### config.mk
export PLATFORM = sky130hd
export DESIGN_NAME = fetch_unit
export DESIGN_NICKNAME = d
export VERILOG_FILES = /design/src/rtl/fetch_pkg.sv /design/src/rtl/if_id_reg.sv /design/src/rtl/fetch_unit.sv
export SDC_FILE = /design/constraint.sdc
export NUM_CORES = 1
export LEC_CHECK = 0
export ABC_AREA = 1
export CAP_MARGIN = 20
export CELL_PAD_IN_SITES_DETAIL_PLACEMENT = 0
export CELL_PAD_IN_SITES_GLOBAL_PLACEMENT = 1
export CORE_MARGIN = 2
export CORE_UTILIZATION = 30
export DETAILED_ROUTE_END_ITERATION = 12
export PLACE_DENSITY_LB_ADDON = 0.1
export SLEW_MARGIN = 20
export SYNTH_ARGS = -nofsm -noshare
export SYNTH_HDL_FRONTEND = slang
export SYNTH_SLANG_ARGS = --single-unit
### constraint.sdc
create_clock -name clk -period 1.85 [get_ports clk]
set_clock_uncertainty 0.2 [all_clocks]
set_input_delay 0.2775 -clock clk [delete_from_list [all_inputs] [get_ports clk]]
set_output_delay 0.2775 -clock clk [all_outputs]
set_load 0.03 [all_outputs]
### src/rtl/fetch_pkg.sv
// Shared types and constants for the instruction-fetch stage.
// Imported by fetch_unit and its IF/ID register.
package fetch_pkg;

    localparam logic [31:0] NOP_INSTR = 32'h0000_0013;

    typedef enum logic [1:0] {
        FETCH,
        HOLD,
        DRAIN
    } fetch_state_t;

endpackage

### src/rtl/if_id_reg.sv
// IF/ID pipeline register: bubble beats load, load beats hold.
// A bubble carries a NOP with a zero PC so decode sees a clean slot.
module if_id_reg
    import fetch_pkg::*;
#(
    parameter int ADDR_WIDTH = 32,
    parameter int DATA_WIDTH = 32
) (
    input  logic                  clk,
    input  logic                  rst,
    input  logic                  bubble,
    input  logic                  load,
    input  logic [DATA_WIDTH-1:0] instr_d,
    input  logic [ADDR_WIDTH-1:0] pc_d,
    output logic                  valid_q,
    output logic [DATA_WIDTH-1:0] instr_q,
    output logic [ADDR_WIDTH-1:0] pc_q
);

    always_ff @(posedge clk) begin
        if (rst || bubble) begin
            valid_q <= 1'b0;
            instr_q <= DATA_WIDTH'(NOP_INSTR);
            pc_q    <= '0;
        end else if (load) begin
            valid_q <= 1'b1;
            instr_q <= instr_d;
            pc_q    <= pc_d;
        end
    end

endmodule

### src/rtl/fetch_unit.sv
// Instruction-fetch stage: PC, imem request FSM and IF/ID register.
// Handles multi-cycle memory with stall, flush and redirect.
module fetch_unit
    import fetch_pkg::*;
#(
    parameter int                    ADDR_WIDTH = 32,
    parameter int                    DATA_WIDTH = 32,
    parameter logic [ADDR_WIDTH-1:0] RESET_PC   = '0
) (
    input  logic                  clk,
    input  logic                  rst,
    input  logic                  PCEn_i,
    input  logic                  IF_ID_En_i,
    input  logic                  IF_Flush_i,
    input  logic [ADDR_WIDTH-1:0] redirect_target_i,
    output logic                  imem_req_o,
    output logic [ADDR_WIDTH-1:0] imem_addr_o,
    input  logic                  imem_ack_i,
    input  logic [DATA_WIDTH-1:0] imem_rdata_i,
    output logic                  valid_o,
    output logic [DATA_WIDTH-1:0] instr_o,
    output logic [ADDR_WIDTH-1:0] pc_o
);

    fetch_state_t          state_q;
    logic [ADDR_WIDTH-1:0] pc_q;
    logic [ADDR_WIDTH-1:0] addr_q;
    logic [DATA_WIDTH-1:0] buf_q;

    logic                  flush;
    logic                  adv;
    logic                  ack;
    logic [ADDR_WIDTH-1:0] target;
    logic [ADDR_WIDTH-1:0] pc_inc;

    logic                  ld;
    logic                  bub;
    logic [DATA_WIDTH-1:0] ld_instr;

    assign flush  = IF_Flush_i;
    assign adv    = PCEn_i & IF_ID_En_i & ~flush;
    assign target = redirect_target_i & ~ADDR_WIDTH'(3);
    assign pc_inc = pc_q + ADDR_WIDTH'(4);

    // An ack can only belong to a live request; anything else is ignored.
    assign imem_req_o  = ~rst & (state_q != HOLD);
    assign imem_addr_o = (state_q == DRAIN) ? addr_q : pc_q;
    assign ack         = imem_ack_i & imem_req_o;

    always_comb begin
        ld       = 1'b0;
        bub      = 1'b0;
        ld_instr = imem_rdata_i;
        unique case (state_q)
            FETCH: begin
                if (ack) begin
                    if (flush)    bub = 1'b1;
                    else if (adv) ld  = 1'b1;
                end else begin
                    if (flush)           bub = 1'b1;
                    else if (IF_ID_En_i) bub = 1'b1;
                end
            end
            HOLD: begin
                ld_instr = buf_q;
                if (flush)    bub = 1'b1;
                else if (adv) ld  = 1'b1;
            end
            DRAIN: begin
                if (flush)           bub = 1'b1;
                else if (IF_ID_En_i) bub = 1'b1;
            end
            default: ;
        endcase
    end

    always_ff @(posedge clk) begin
        if (rst) begin
            state_q <= FETCH;
            pc_q    <= RESET_PC;
            addr_q  <= '0;
            buf_q   <= '0;
        end else begin
            unique case (state_q)
                FETCH: begin
                    if (ack) begin
                        if (flush) begin
                            pc_q <= target;
                        end else if (adv) begin
                            pc_q <= pc_inc;
                        end else begin
                            buf_q   <= imem_rdata_i;
                            state_q <= HOLD;
                        end
                    end else if (flush) begin
                        addr_q  <= pc_q;
                        pc_q    <= target;
                        state_q <= DRAIN;
                    end
                end
                HOLD: begin
                    if (flush) begin
                        pc_q    <= target;
                        state_q <= FETCH;
                    end else if (adv) begin
                        pc_q    <= pc_inc;
                        state_q <= FETCH;
                    end
                end
                DRAIN: begin
                    // Old request stays on the bus; late redirects just retarget.
                    if (flush) pc_q <= target;
                    if (ack)   state_q <= FETCH;
                end
                default: state_q <= FETCH;
            endcase
        end
    end

    if_id_reg #(
        .ADDR_WIDTH(ADDR_WIDTH),
        .DATA_WIDTH(DATA_WIDTH)
    ) u_if_id (
        .clk    (clk),
        .rst    (rst),
        .bubble (bub),
        .load   (ld),
        .instr_d(ld_instr),
        .pc_d   (pc_q),
        .valid_q(valid_o),
        .instr_q(instr_o),
        .pc_q   (pc_o)
    );

endmodule

; Yosys cells after proc, flatten, opt, wreduce, memory -nomap -nowiden
; Cells that the tools add are included.
[classes]
add_sub_neg = 1
eq_ne = 8
mux = 24
n_bitwise = 8
n_reduce_logical = 6
[op_table]
columns = operator, n
row1 = two-way mux 32 bit, 6
row2 = one-hot mux 32 bit (3 select lines), 1
row3 = adder 32 x 3 -> 32 bit (second input constant), 1
row4 = two-way mux 2 bit, 7
row5 = inequality test 3 bit (second input constant), 4
row6 = two-way mux 1 bit, 7
row7 = one-hot mux 2 bit (3 select lines), 1
row8 = AND reduction 5 bit, 1
row9 = bitwise AND 1 bit, 4
row10 = NOT 1 bit, 4
row11 = AND reduction 4 bit, 1
row12 = one-hot mux 1 bit (3 select lines), 1
row13 = AND reduction 3 bit, 1
row14 = nonzero test 3 bit, 1
row15 = equality test 2 x 1 -> 1 bit (second input constant), 1
row16 = equality test 2 bit (second input constant), 1
row17 = logical NOT 2 bit, 1
row18 = inequality test 2 x 1 -> 1 bit (second input constant), 1
row19 = inequality test 2 bit (second input constant), 1
row20 = one-hot mux 1 bit (2 select lines), 1
row21 = logical OR 1 bit, 1
[word_totals]
regBits = 163
in_bits = 70
output_inout_bits = 98

; Depth between registers and ports, before layout
[logic_depth]
word_depth = 6
ltp_mapped = 13

; By module
; A second synthesis with hierarchy kept.
[unflattened]
cells_unflattened = 1389
area_unflattened_um2 = 8682.1
[by_module_without_submodules]
columns = mod, n_inst, cells_each, area_per_inst_um2
row1 = fetch_unit, 1, 986, 6017.0
row2 = if_id_reg, 1, 403, 2665.1

; Worst setup path before layout
; Ideal clock, no wire load.
[synth_timing]
path_kind = reg2out
from = reg state_q[0]
to = out imem_addr_o[23]
arrival_ns = 1.628
required_ns = 1.372
setup_slack_ns = -0.255
stages_incl_launch_ff = 6
path_cell_list = dfxtp_1 -> inv_1 -> ha_1 -> buf_2 -> clkbuf_1 -> o21ai_0
[synth_between]
elab_chain_cells = 2
[synth_rtl]
columns = element, line_no
row1 = from (decl), fetch_unit.sv:25  ; fetch_state_t state_q;
row2 = from (signal assigned), fetch_unit.sv:79  ; state_q <= FETCH;
row3 = from (signal assigned), fetch_unit.sv:93  ; state_q <= HOLD;
row4 = from (signal assigned), fetch_unit.sv:98  ; state_q <= DRAIN;
row5 = equality test 2 bit, fetch_unit.sv:47  ; assign imem_addr_o = (state_q == DRAIN) ? addr_q : pc_q;
row6 = two-way mux 32 bit, fetch_unit.sv:47
row7 = to (decl), fetch_unit.sv:17  ; output logic [ADDR_WIDTH-1:0] imem_addr_o,
; No other way between the ends.

; Worst setup path after layout
[layout_timing]
from = reg state_q[0]
to = out imem_addr_o[26]
; The elaborated chain is that of the path after synthesis.

==> flow_summary.toml <==
[setup_path]
path_common_cell = "buf_12"
worst_setup_path_end_kind = "output port"
start_kind = "flop"
slowest_stage = "dfxtp_2"
arrival_ns = 1.73
crit_path_start = "state_q[0]$_SDFFE_PP0P_"
worstPathMaxFanout = 5
r2r_start = "state_q[0]$_SDFFE_PP0P_"
path_class = "flop to output port"
rr_worst_depth = 12
crit_required_ns = 1.37
cpPeakStageDelay_ns = 0.34
worstPathCellList = "inv_2, ha_4, buf_12, buf_12, buf_16, o21ai_4, buf_12"

[clock_network]
hold_buffers = 0
cts_tree = "yes"
cts.sinks = 163
cts_root_buffer = "clkbuf_16"
clk_path_buf_depth = 2
clk_pin_slew_ns = 0.07
clock_latency_ns = 0.43
cts_buffers = 17
htreeDepth = 4

[route]
first_iter_violations = 655
first_pass_iters = 5
postRouteWirelength_mm = 35.2
vias = 9415
ant_nets = 0
post_drt_wl_per_cell_um = 18.7
drc = 0
vias_per_cell = 4.99

[logic_synthesis]
synthCells = 1237
synth_nets = 1312
netlist_area_sq_um = 8210
synth_top_area_share = 0.398
ys_ff_latch = 163
ys_types = 41
yosys-top-cells-count = "nand2_1, a21oi_1, dfxtp_1, o21ai_0, inv_1"
synth_top_area_cell = "dfxtp_1"
synth.most_common_cell = "nand2_1"
ys_seq_area_frac = 0.398
syn_avg_cell_area_sq_um = 6.64
async_reset_ff_frac = 0
yosys_most_used_dff = "dfxtp_1"
synthTopCellsByArea = "dfxtp_1, nand2_1, a21oi_1"
synth_edf_count = 0
yosysWarnings = 0

[place]
dp_cells = 1780
gp_congestion = 0.823
place_hpwl_mm = 20.7
port_buffers = 165
pre_cts_ws_ns = -0.470

[die]
rows = 60
io-pin-count = 168
start_util = 0.305
die_h_um = 169
fp.coreArea_sq_um = 26900
die-area_sq_um = 28700
die_x_um = 169

[timing]
tightest_slew_ns = 0.519
period_share = 1.20
setup_viol = 193
hold_violations = 0
fmax_mhz = 452
setup_slack_ns = -0.362
min_period_ns = 2.21
grt_setup_unrepaired = "yes"
setup_tns_ns = -35.65
slew_headroom = 0.654
drv_slew = 0

[run_status]
violations = "negative setup slack"
outcome = "complete, but fails checks"

[worst_hold_path]
hp-start = "IF_Flush_i"
min_path_type = "primary input to flop"
worstHoldPathCells = 4

[layout]
final.fill_count = 2616
finalNonFillerCells = 1886
fin_nets = 1606
drive_above_1_share = 0.340
syn2layout_area_growth_pct = 74.5

[grt]
grt_pass1_wl_mm = 53.4
grt_use_total = 0.242
grt_pass1_vias = 9279
grt_max_degree = 44
grt_antenna_before_repair = 1
overflow = 0

[run]
max-cap-violations = 0

[power_and_ir_drop]
power_density_nw_per_um2 = 782
irDropWorstVdd_mv = 0.534
leakagePower_uw = 0.00596
==> logic make-up after synthesis <==
kind of cell / synth area share
fa+ha+maj: 0.00762
compound gates: 0.218
flops: 0.398
simple gates: 0.280
buf+inv: 0.0966
==> per-layer routing <==
| layer | vias up | track usage | routed length [um] |
|---|---|---|---|
| li1 | 4696 | - | - |
| met1 | 4439 | 0.333 | 16500 |
| met2 | 247 | 0.399 | 16600 |
| met3 | 33 | 0.0359 | 1580 |
| met4 | 0 | 0.0595 | 544 |
| met5 | - | 0 | 0 |
==> cell usage in the layout (no fill, tap or decap), drive strengths merged, types with 23 or more instances in the layout <==
master / netlist / layout
inv: 101 / 108
dlygate4sd2: 0 / 65
clkdlybuf4s50: 0 / 66
nand2: 348 / 349
a21oi: 165 / 165
o21ai: 167 / 167
buf: 44 / 220
dfxtp: 163 / 163
nor2: 78 / 78
clkbuf: 41 / 23
nand3: 80 / 80
==> critical path: cells and delay by family, from the launching register on <==
kind / cells / cell delay, ns
adders and majority gates: 1 / 0.17
AOI/OAI and AO/OA: 1 / 0.18
DFF: 1 / 0.34
buffers and inverters: 5 / 0.61
==> registers in the layout, indices dropped and copies added, names as in the netlist <==
register,count
u_if_id.instr_q,32
addr_q,32
state_q,2
u_if_id.valid_q,1
pc_q,32
buf_q,32
u_if_id.pc_q,32
==> metrics by stage <==
stage	hold WS (ns)	area, sq um	total power, uW	util
5_1_grt	0.154	14300	11700	0.533
6_report	0.151	14300	11200	0.533
4_1_cts	0.137	13600	11000	0.505
3_5_place_dp	0.251	11200	6250	0.418
3_3_place_gp	0.249	11200	6250	0.418
2_1_floorplan	0.221	8360	5100	-
==> report_power, final <==
group | switching (uW) | internal (uW) | total, uW
Clock | 1800 | 1850 | 3650
Combinational | 1970 | 1780 | 3750
Sequential | 137 | 3660 | 3800
==> final cells by class <==
| cell class | instances | area (sq um) | share of cell area |
|---|---|---|---|
| multi-input combinational | 888 | 5270 | 0.368 |
| inverter | 102 | 423 | 0.0295 |
| clock buffer | 18 | 439 | 0.0307 |
| timing repair buffer | 358 | 4320 | 0.302 |
| timing repair inverter | 1 | 11.3 | 0.000786 |
| antenna | 1 | 2.50 | 0.000175 |
| tap | 341 | 427 | 0.0298 |
| clock inverter | 14 | 158 | 0.0110 |
| sequential | 163 | 3270 | 0.228 |
==> repair_timing <==
action | in CTS | in global routing
setup buffers | 30 | 18
setup endpoints to repair | 222 | 194
hold endpoints to repair | 0 | 0
pin swaps | 44 | 34
gates resized for setup | 319 | 164
cloned | 29 | 5
==> final timing paths <==
path | end | slack (ns)
worst min-delay path | addr_q[22]$_SDFFE_PP0P_ | 0.15
worst max-delay path | imem_addr_o[26] | -0.36
worst min register to register | u_if_id.instr_q[29]$_SDFFE_PP0P_ | 0.26
worst max register to register | buf_q[0]$_SDFFE_PP0P_ | -0.27
(Power assumes the default switching activity.)
